[config.mk]
export PLATFORM = sky130hd
export DESIGN_NAME = absolute_difference_calculator
export DESIGN_NICKNAME = d
export VERILOG_FILES = /design/src/rtl/absolute_difference_calculator.sv
export SDC_FILE = /design/constraint.sdc
export NUM_CORES = 1
export LEC_CHECK = 0
export ABC_AREA = 1
export BUFFER_PORTS_ARGS = -buffer_cell sky130_fd_sc_hd__buf_4
export CORE_MARGIN = 2
export CORE_UTILIZATION = 25
export CTS_BUF_LIST = sky130_fd_sc_hd__clkbuf_16
export DETAILED_ROUTE_END_ITERATION = 8
export HOLD_SLACK_MARGIN = 0.03
export SLEW_MARGIN = 10
export SYNTH_ARGS = -nofsm -noshare
export SYNTH_HDL_FRONTEND = slang
export SYNTH_SLANG_ARGS = --single-unit
[constraint.sdc]
create_clock -name clk -period 3.4 [get_ports clk]
set_clock_uncertainty 0.2 [all_clocks]
set_input_delay 0.51 -clock clk [delete_from_list [all_inputs] [get_ports clk]]
set_output_delay 0.51 -clock clk [all_outputs]
set_load 0.005 [all_outputs]
[src/rtl/absolute_difference_calculator.sv]
`default_nettype none
// ============================================================================
// Module  : absolute_difference_calculator
// Purpose : Registered |A - B| with compare flags and a clearable running max.
// Revision: 1.0 - initial release
// ============================================================================
module absolute_difference_calculator #(
  parameter int WIDTH = 5
) (
  input  logic             clk,
  input  logic             rst,
  input  logic             in_valid,
  input  logic             clear_max,
  input  logic [WIDTH-1:0] A,
  input  logic [WIDTH-1:0] B,
  output logic             out_valid,
  output logic [WIDTH-1:0] result,
  output logic             a_gt_b,
  output logic             a_eq_b,
  output logic [WIDTH-1:0] max_result
);

  logic [WIDTH:0]   w_diff;
  logic             w_borrow;
  logic [WIDTH-1:0] w_abs;
  logic [WIDTH-1:0] w_max_base;

  logic             out_valid_d, out_valid_q;
  logic [WIDTH-1:0] result_d, result_q;
  logic             a_gt_b_d, a_gt_b_q;
  logic             a_eq_b_d, a_eq_b_q;
  logic [WIDTH-1:0] max_result_d, max_result_q;

  // One extra bit on the subtraction exposes the borrow; negating the
  // truncated difference yields B - A without a second subtractor.
  always_comb begin
    w_diff     = {1'b0, A} - {1'b0, B};
    w_borrow   = w_diff[WIDTH];
    w_abs      = w_borrow ? (~w_diff[WIDTH-1:0] + WIDTH'(1)) : w_diff[WIDTH-1:0];
    w_max_base = clear_max ? '0 : max_result_q;
  end

  always_comb begin
    out_valid_d  = in_valid;
    result_d     = result_q;
    a_gt_b_d     = a_gt_b_q;
    a_eq_b_d     = a_eq_b_q;
    max_result_d = w_max_base;
    if (in_valid) begin
      result_d = w_abs;
      a_gt_b_d = ~w_borrow & (w_diff != '0);
      a_eq_b_d = (w_diff == '0);
      // Clear is folded in first so a simultaneous pair seeds the new max.
      if (w_abs > w_max_base) begin
        max_result_d = w_abs;
      end
    end
  end

  always_ff @(posedge clk or posedge rst) begin
    if (rst) begin
      out_valid_q  <= 1'b0;
      result_q     <= '0;
      a_gt_b_q     <= 1'b0;
      a_eq_b_q     <= 1'b0;
      max_result_q <= '0;
    end else begin
      out_valid_q  <= out_valid_d;
      result_q     <= result_d;
      a_gt_b_q     <= a_gt_b_d;
      a_eq_b_q     <= a_eq_b_d;
      max_result_q <= max_result_d;
    end
  end

  assign out_valid  = out_valid_q;
  assign result     = result_q;
  assign a_gt_b     = a_gt_b_q;
  assign a_eq_b     = a_eq_b_q;
  assign max_result = max_result_q;

endmodule
`default_nettype wire

Yosys cells after proc, flatten, opt, wreduce, memory -nomap -nowiden
Index checks and enable logic that the tools add are counted.

storage, ports and cells
  output and inout bits = 13
  word-level logic and storage cells = 17
  input port bits = 14
  register bits = 13

operators by class
  mux-type cells = 4
  bitwise operators = 3
  magnitude comparators = 1
  reductions and logical operators = 2
  $add $sub $neg = 2

operators with widths
  operator               number
  $mux W5                4
  $logic_not A6 Y1       1
  $reduce_bool A6 Y1     1
  $sub A5 B5 Y6          1
  $add A5 B1 Y5 const B  1
  $gt A5 B5 Y1           1
  $not A5 Y5             1
  $and A1 B1 Y1          1
  $not A1 Y1             1

Longest topological paths before layout
Gate-level depths: netlist of run 1.

  word-level depth = 7
  gate-level depth with buffers = 22
  mapped depth without buffers = 22

Worst setup path before layout of run 1
Ideal clock, no wire load.

  path kind = input to register
  start = in B[1]
  end = reg max_result_q[3] (netlist: max_result[3])
  required time = 3,082 ps
  setup slack = 450 ps
  path buffers = 0
  setup time = 118 ps
  arrival time = 2,632 ps
  stages = 19
  cell sequence = inv_1 > ha_1 > xnor2_1 > inv_1 > ha_1 > inv_1 > nor2_1 > nand2_1 > nand3_1 > nand2_1 > inv_1 > ha_1 > nand2_1 > nor2_1 > nand2_1 > a31oi_4 > inv_1 > nand3_1 > nand2_1

between the ends
  word-level cells in the longest chain between the ends = 7

RTL lines
  element               RTL line  RTL
  from (decl)           15        input logic [WIDTH-1:0] B,
  $sub A5 B5 Y6 (*)     37        w_diff = {1'b0, A} - {1'b0, B};
  $not A5 Y5            39        w_abs = w_borrow ? (~w_diff[WIDTH-1:0] + WIDTH'(1)) : w_diff[WIDTH-1:0];
  $add A5 B1 Y5         39
  $mux W5 (*)           39
  net w_abs[4]          25        logic [WIDTH-1:0] w_abs;
  $gt A5 B5 Y1 (*)      54        if (w_abs > w_max_base) begin
  $mux W5 (*)           54
  $mux W5 (*)           49        if (in_valid) begin
  net max_result_d[3]   32        logic [WIDTH-1:0] max_result_d, max_result_q;
  to (signal assigned)  72        max_result_q <= max_result_d;
  to (decl)             32

Mark *: on every way through the listed nets, which the timed path passes. The rest lies on a longest branch.
A chain may end at the register's enable or synchronous reset.

Worst setup path in the final report of run 1
  start = in A[1]
  end = reg max_result_q[2] (netlist: max_result[2])

between the ends
  word-level cells in the longest chain between the ends = 7

RTL lines
  element              RTL line  RTL
  from (decl)          14        input logic [WIDTH-1:0] A,
  $sub A5 B5 Y6 (*)    37
  $not A5 Y5           39
  $add A5 B1 Y5        39
  $mux W5 (*)          39
  net w_abs[4]         25
  $gt A5 B5 Y1 (*)     54
  $mux W5 (*)          54
  $mux W5 (*)          49
  net max_result_d[2]  32

Marked as above.

==> impl_metrics.ini, run 1 <==
[yosys]
ys.flop_type = dfrtp_1
synth_commonest_cells = nand2_1, inv_1, nand3_1
ys_seq_elements = 13
synth_area_um2 = 1050
synthCells = 150
synth_most_common_cell = nand2_1
synthDistinctLibCells = 21
syn_area_per_cell_um2 = 6.98
syn_nets = 176
yosysWarnings = 0
synth_area_leaders = dfrtp_1, nand2_1, ha_1
synth-edff-count = 0
synth_top_area_share_pct = 31.1
yosys.area.top_type = dfrtp_1
async_flop_share_pct = 100
synth_seq_area_share_pct = 31.1

[run_status]
status = complete, no violations

[drt]
via_per_inst = 4.42
drt.antenna.violating_nets = 0
firstDrtPassIters = 4
finalWirelength_mm = 2.26
route.detailed.drc = 0
wl_per_cell_um = 9.77
vias = 1020
drtIter0Drc = 37

[layout]
fillCellCount = 453
finalNetCount = 208
area_growth_pct = 32.9
drive_gt1_share_pct = 21.0
fin_cells = 231
antenna_cells = 0
utilization_pct = 34.5

[placed_design]
dp_hpwl_mm = 1.88
place_inst = 227
place.gp.congestion = 0.812
portBuffers = 26

[sta]
whs_ns = 0.0992
tns_ns = 0
fmax_mhz = 332
fin_crit_ns = 3.01
rsz0062_at_grt = false
worst_pin_slew_ns = 0.489
maxSlewHeadroom_pct = 67.4
final.period_utilization_pct = 88.6
drv_slew = 0
final_hold_viol_count = 0
setup_viol = 0

[clock_network]
clk_path_buf_depth = 2
worstSkewPairLatency_ns = 0.24
cts_tree = built
postCtsSetupBuffers = 0
ctsResizeCount = 0
htreeDepth = 1
clockRootBuffer = clkbuf_16
postCtsHoldBufs = 0
clock-sinks = 13
clk_pin_slew_ns = 0.04
numCtsBuffers = 3

[grt]
antenna_found_initial = 0
grt_max_degree = 14
grt_overflow_total = 0
grt_pass1_wl_mm = 3.87
grt_pass1_vias = 931
grtUsageTotal_pct = 10.6

[floorplan]
placementRows = 23
die_area_um2 = 4720
coreArea_um2 = 4030
io_pins = 27
fp.dieH_um = 68.7
start_util_pct = 26.0
die_x_um = 68.7

[worst_setup_path]
worst-setup-path-type = in -> reg
critPathCaptureType = flip-flop
crit_fanout = 6
cp.arrival_ns = 2.93
crit_required_ns = 3.32
start_kind = primary input

[flow_run]
maxCapViolCount = 0

[hold_path]
min_path_type = in -> async

[power_and_ir_drop]
power_leakage_nw = 0.783
power_density_nw_per_um2 = 523
irDropWorstVdd_uv = 138
-- placed cells by master (no fill, tap or decap), drive strengths merged, types with 3 or more instances in the layout --
master  instances
buf            27
o21ai           5
ha             12
clkbuf          3
nor2            6
nand3          21
inv            23
dfrtp          13
a21oi           4
nand2          59
-- metrics by stage --
| stage | total power, mW | cell area, um2 | worst slack (ns) |
|---|---|---|---|
| 6_report | 0.728 | 1390 | 0.386 |
| 5_1_grt | 0.796 | 1390 | 0.0963 |
| 4_1_cts | 0.738 | 1390 | 0.382 |
| 3_5_place_dp | 0.520 | 1310 | 0.163 |
| 3_3_place_gp | 0.517 | 1310 | 0.204 |
| 2_1_floorplan | 0.404 | 1050 | 0.450 |
-- cell families after synthesis --
| group | Yosys count | share of synthesized area (%) |
|---|---|---|
| simple gates | 90 | 37.4 |
| compound gates | 11 | 8.12 |
| buf+inv | 23 | 8.24 |
| fa+ha+maj | 12 | 14.3 |
| xor+xnor | 1 | 0.836 |
| flops | 13 | 31.1 |
-- power by group --
part / total, mW / switching, mW / internal (mW)
clock: 0.212 / 0.0579 / 0.154
combinational: 0.297 / 0.160 / 0.137
sequential: 0.219 / 0.0268 / 0.192
-- registers in the layout, indices dropped and copies added (netlist names) --
register    flops
max_result      5
result          5
a_eq_b          1
a_gt_b          1
out_valid       1
-- cell type report --
cell class                      count  area, um2  area share, %
Sequential cell                    13        325           23.4
Tap cell                           50       62.6           4.50
Clock inverter                      1       3.75          0.270
Inverter                           23       86.3           6.21
Clock buffer                        3       75.1           5.40
Multi-Input combinational cell    114        636           45.7
Timing Repair Buffer               27        203           14.6
-- critical path, stage by stage --
cell	delay, ns
buf_4	0.11
ha_1	0.34
xnor2_1	0.14
inv_1	0.10
ha_1	0.17
inv_1	0.06
nor2_1	0.10
nand2_1	0.07
nand2_1	0.06
nand2_1	0.07
nand2_1	0.06
inv_1	0.04
ha_1	0.28
nand2_1	0.07
nor2_1	0.14
nand2_1	0.10
a31oi_4	0.21
inv_1	0.13
nand3_1	0.09
nand2_1	0.06
-- path summary, 6_finish.rpt --
path,from,to,slack [ns],cells past startpoint
setup / recovery,A[1],max_result[2]$_DFF_PP0_,0.39,20
max in group asynchronous,rst,result[4]$_DFFE_PP0P_,2.57,2
min in group clk,in_valid,out_valid$_DFF_PP0_,0.25,1
setup reg to reg,max_result[4]$_DFF_PP0_,max_result[2]$_DFF_PP0_,1.55,9
hold reg to reg,result[2]$_DFFE_PP0P_,result[2]$_DFFE_PP0P_,0.28,2
hold / removal,rst,result[1]$_DFFE_PP0P_,0.1,2
-- metal layers --
metal | GRT usage (%) | part of all wire [%] | vias to the layer above
met1 | 14.5 | 48 | 445
met5 | 0 | 0 | -
li1 | - | - | 545
met3 | 0.974 | 5.8 | 2
met4 | 3.68 | 0.49 | 0
met2 | 17.4 | 45 | 28
Note: power is estimated with default switching activity, not from simulation.
==> run 2: changes to the inputs <==
- CORE_UTILIZATION: 25 -> 45
- PLACE_DENSITY: default -> 0.7
==> run 2 against run 1 <==
Worst setup slack worse by 0.038 ns. Clock-buffer cell count unchanged. Combinational power about the same. Critical path depth down 1. Non-clock buffer count fell by 1. Global-route usage increased by 8.4 points. Total power increased by 0.21%. Sequential cell count unchanged. Critical endpoint is now max_result[0]$_DFF_PP0_. Largest cell class unchanged. Largest power group unchanged.
==> impl_metrics.ini, run 2 (same netlist as run 1, synthesis figures left out) <==
[grt]
grt_pass1_vias = 920
grt_max_degree = 14
antenna_found_initial = 0
grt_pass1_wl_mm = 3.88
grt_overflow_total = 0
grtUsageTotal_pct = 19.0

[power_and_ir_drop]
pwr-share-seq_pct = 30.0
power_density_nw_per_um2 = 538
switchingPower_mw = 0.248
p_sw_share_pct = 33.9
combPwrFrac_pct = 40.5
clkPwrFrac_pct = 29.5
power_leakage_nw = 0.778
cellInternalPower_mw = 0.482
irDropWorstVdd_uv = 479
total_power_mw = 0.730

[clock_network]
cts_tree = built
clock-sinks = 13
htreeDepth = 1
ctsResizeCount = 0
clockRootBuffer = clkbuf_16
worstSkewPairLatency_ns = 0.24
clk_pin_slew_ns = 0.04
clk_path_buf_depth = 2
numCtsBuffers = 3
postCtsHoldBufs = 0
postCtsSetupBuffers = 0

[drt]
wl_per_cell_um = 10.6
via_per_inst = 4.81
drtIter0Drc = 13
route.detailed.drc = 0
finalWirelength_mm = 2.21
vias = 1000
drt.antenna.violating_nets = 0
firstDrtPassIters = 4

[placed_design]
place_ws_ns = 0.106
portBuffers = 26
place_inst = 204
dp_hpwl_mm = 1.77
place.gp.congestion = 0.861

[worst_setup_path]
cp.arrival_ns = 2.97
crit_fanout = 6
start_kind = primary input
critPathCaptureType = flip-flop
crit_required_ns = 3.32
worst-setup-path-type = in -> reg

[sta]
final_hold_viol_count = 0
setup_slack_ns = 0.348
fmax_mhz = 328
maxSlewHeadroom_pct = 66.4
worst_pin_slew_ns = 0.504
rsz0062_at_grt = false
setup_viol = 0
tns_ns = 0
drv_slew = 0
final.period_utilization_pct = 89.8
fin_crit_ns = 3.05

[floorplan]
fp.dieH_um = 52.2
coreArea_um2 = 2210
io_pins = 27
placementRows = 17
start_util_pct = 47.3
die_x_um = 52.2
die_area_um2 = 2730

[layout]
area_growth_pct = 29.5
final_common_cell = nand2_1
final_cell_mix = nand2_1, buf_4, inv_1
drive_gt1_share_pct = 20.6
antenna_cells = 0
finalNetCount = 207
fin_cells = 208

[run_status]
status = complete, no violations

[flow_run]
maxCapViolCount = 0

[hold_path]
min_path_type = in -> async
run 2: cell count changes in the layout (fill, tap and decap cells not counted):
cell and delta:
buf_4 -1
run 2: worst paths after layout:
check / from / end / slack, ns / cells after the start
max: A[1] / max_result[0]$_DFF_PP0_ / 0.35 / 19
min: rst / result[2]$_DFFE_PP0P_ / 0.10 / 2
max reg2reg: max_result[4]$_DFF_PP0_ / max_result[0]$_DFF_PP0_ / 1.51 / 9
min reg2reg: result[3]$_DFFE_PP0P_ / result[3]$_DFFE_PP0P_ / 0.28 / 2
max in group asynchronous: rst / result[3]$_DFFE_PP0P_ / 2.56 / 2
min in group clk: in_valid / out_valid$_DFF_PP0_ / 0.25 / 1
run 2: cell type report:
| cell class | count | area [um2] |
|---|---|---|
| well taps | 28 | 35.0 |
| clock buffers | 3 | 75.1 |
| multi-input cells | 114 | 636 |
| flip-flops and latches | 13 | 325 |
| clock inverters | 1 | 3.75 |
| inverters | 23 | 86.3 |
| fillers | 219 | 856 |
| repair buffers | 26 | 195 |
run 2: power by group through the flow:
stage	registers, mW	logic, mW	clock network [mW]
after global routing	0.223	0.339	0.233
after floorplan	0.219	0.185	0
after CTS	0.220	0.299	0.220
final	0.219	0.296	0.215
after detailed placement	0.220	0.296	0
after global placement	0.217	0.290	0
run 2: through the flow:
step                utilization, %  instance area, um2  hold WS, ns
finish                        61.3                1360        0.102
global route                  61.3                1360        0.143
CTS                           61.3                1360        0.111
detailed placement            57.7                1280        0.269
global placement              57.7                1280        0.267
floorplan                        -                1050        0.187
run 2: worst max-delay path, cell delays in order:
cell     delay (ns)
buf_4          0.11
ha_1           0.33
xnor2_1        0.16
inv_1          0.10
ha_1           0.21
inv_1          0.09
nor2_1         0.05
nand2_1        0.07
nand3_1        0.10
nand2_1        0.09
inv_1          0.04
ha_1           0.29
nand2_1        0.07
nor2_1         0.14
nand2_1        0.10
a31oi_4        0.22
inv_1          0.15
nand2_1        0.09
o21ai_1        0.05
run 2: per-layer routing:
layer	part of all wire, %	vias up	global-route usage, %
met5	0	-	0
met3	3.2	2	5.14
met1	50	442	26.1
met4	0.32	0	2.56
met2	46	19	30.6
li1	-	537	-
==> run 3: changes to the inputs <==
- BUFFER_PORTS_ARGS: -buffer_cell sky130_fd_sc_hd__buf_4 -> -buffer_cell sky130_fd_sc_hd__buf_2
==> run 3 against run 2 <==
Core utilization down 2.9 points. First-iteration DRC count down 7.7%. Total power down 3.0%. Wire length up 3.6%. Critical path type unchanged. Non-clock buffer count unchanged. Sequential cell count unchanged. Highest routed layer unchanged. Largest power group unchanged. Worst hold slack worse by 0.014 ns. Final cell count unchanged. Worst setup slack worse by 0.026 ns.
==> impl_metrics.ini, run 3 (same netlist as run 1, synthesis figures left out) <==
[run_status]
status = complete, no violations

[worst_setup_path]
crit_fanout = 6
endpoint = max_result[0]$_DFF_PP0_
r2r_cells = 9
worst-setup-path-type = in -> reg
crit_required_ns = 3.32
reg2reg_slack_ns = 1.56
r2r_end = max_result[0]$_DFF_PP0_
start_kind = primary input
crit_slowest_cell = ha_1
cp_cell_sequence = buf_2 -> ha_1 -> xnor2_1 -> inv_1 -> ha_1 -> inv_1 -> nor2_1 -> nand2_1 -> nand2_1 -> nand2_1 -> nand2_1 -> inv_1 -> ha_1 -> nand2_1 -> nor2_1 -> nand2_1 -> a31oi_4 -> inv_1 -> nand2_1 -> o21ai_1
cp_common_cell = nand2_1
critPathCaptureType = flip-flop
startpoint = A[1]
cpPeakStageDelay_ns = 0.34
timing.rr.start = max_result[4]$_DFF_PP0_
cp.arrival_ns = 3.00

[clock_network]
htreeDepth = 1
cts_tree = built
ctsResizeCount = 0
postCtsSetupBuffers = 0
worstSkewPairLatency_ns = 0.24
clk_path_buf_depth = 2
clockRootBuffer = clkbuf_16
postCtsHoldBufs = 0
clk_pin_slew_ns = 0.04
clock-sinks = 13
numCtsBuffers = 3

[sta]
setup_viol = 0
tns_ns = 0
fin_crit_ns = 3.08
final.period_utilization_pct = 90.5
drv_slew = 0
maxSlewHeadroom_pct = 66.5
worst_pin_slew_ns = 0.501
rsz0062_at_grt = false
fmax_mhz = 325
final_hold_viol_count = 0

[layout]
finalInstanceArea_um2 = 1290
fin_cells = 208
drive_gt1_share_pct = 20.6
fillCellCount = 218
antenna_cells = 0
final_common_cell = nand2_1
area_growth_pct = 23.3
finalNetCount = 207
utilization_pct = 58.4
final_cell_mix = nand2_1, buf_2, inv_1

[grt]
antenna_found_initial = 0
grt_overflow_total = 0
grt_pass1_vias = 1004
grtUsageTotal_pct = 20.2
grt_max_degree = 14
grt_pass1_wl_mm = 4.07

[floorplan]
die_area_um2 = 2730
fp.dieH_um = 52.2
start_util_pct = 47.3
die_x_um = 52.2
coreArea_um2 = 2210
io_pins = 27
placementRows = 17

[placed_design]
dpl_cell_area_um2 = 1210
place_inst = 204
dp_hpwl_mm = 1.83
portBuffers = 26
place.gp.congestion = 0.850

[drt]
drtIter0Drc = 12
firstDrtPassIters = 4
drt.antenna.violating_nets = 0
wl_per_cell_um = 11.0
route.detailed.drc = 0
finalWirelength_mm = 2.29
via_per_inst = 4.96
vias = 1031

[hold_path]
min_path_type = in -> async

[power_and_ir_drop]
irDropWorstVdd_uv = 422
power_density_nw_per_um2 = 548
power_leakage_nw = 0.760

[flow_run]
maxCapViolCount = 0
[run 3: cell counts in the layout (fill, tap and decap cells not counted)]
No cell type changed its count.
[run 3: how the worst min path moves through the flow]
stage / start / end / slack [ns] / depth (start not counted)
finish: rst / result[1]$_DFFE_PP0P_ / 0.09 / 2
CTS: rst / result[1]$_DFFE_PP0P_ / 0.11 / 2
global placement: result[1]$_DFFE_PP0P_ / result[1]$_DFFE_PP0P_ / 0.26 / 2
detailed placement: result[2]$_DFFE_PP0P_ / result[2]$_DFFE_PP0P_ / 0.26 / 2
global route: rst / result[1]$_DFFE_PP0P_ / 0.14 / 2
floorplan: rst / a_eq_b$_DFFE_PP0P_ / 0.19 / 1
[run 3: final cells by class]
| class | instances | area [um2] | share of cell area [%] |
|---|---|---|---|
| multi-input cells | 114 | 636 | 49.2 |
| flip-flops and latches | 13 | 325 | 25.2 |
| repair buffers | 26 | 130 | 10.1 |
| inverters | 23 | 86.3 | 6.69 |
| clock buffers | 3 | 75.1 | 5.81 |
| well taps | 28 | 35.0 | 2.71 |
| clock inverters | 1 | 3.75 | 0.291 |
[run 3: stage by stage]
stage          total power [mW]  hold WS (ns)  setup slack, ns
3_5_place_dp              0.492         0.263            0.122
5_1_grt                   0.772         0.144           0.0748
4_1_cts                   0.719         0.110            0.330
6_report                  0.708        0.0879            0.322
2_1_floorplan             0.404         0.187            0.450
3_3_place_gp              0.483         0.260            0.232
[run 3: layer usage]
metal	routed length (um)	share of wire [%]	global-route usage (%)
met1	965	42	22.2
met2	1170	51	38.2
met3	131	5.7	5.14
met4	21	0.92	5.13
met5	0	0	0
[run 3: report_power, final]
group / total, mW / leakage, nW / internal, mW / switching [mW]
clock: 0.217 / 0.0423 / 0.155 / 0.0626
sequential: 0.216 / 0.163 / 0.192 / 0.0236
combinational: 0.275 / 0.555 / 0.113 / 0.162
total: 0.708 / 0.760 / 0.460 / 0.248
[run 3: worst max-delay path: cells and delay by family]
| kind | cells | cell delay [ns] |
|---|---|---|
| adders and majority gates | 3 | 0.81 |
| buffers and inverters | 5 | 0.47 |
| xor gates and xnor gates | 1 | 0.14 |
| AOI/OAI and AO/OA | 2 | 0.28 |
| and+or+nand+nor | 9 | 0.82 |
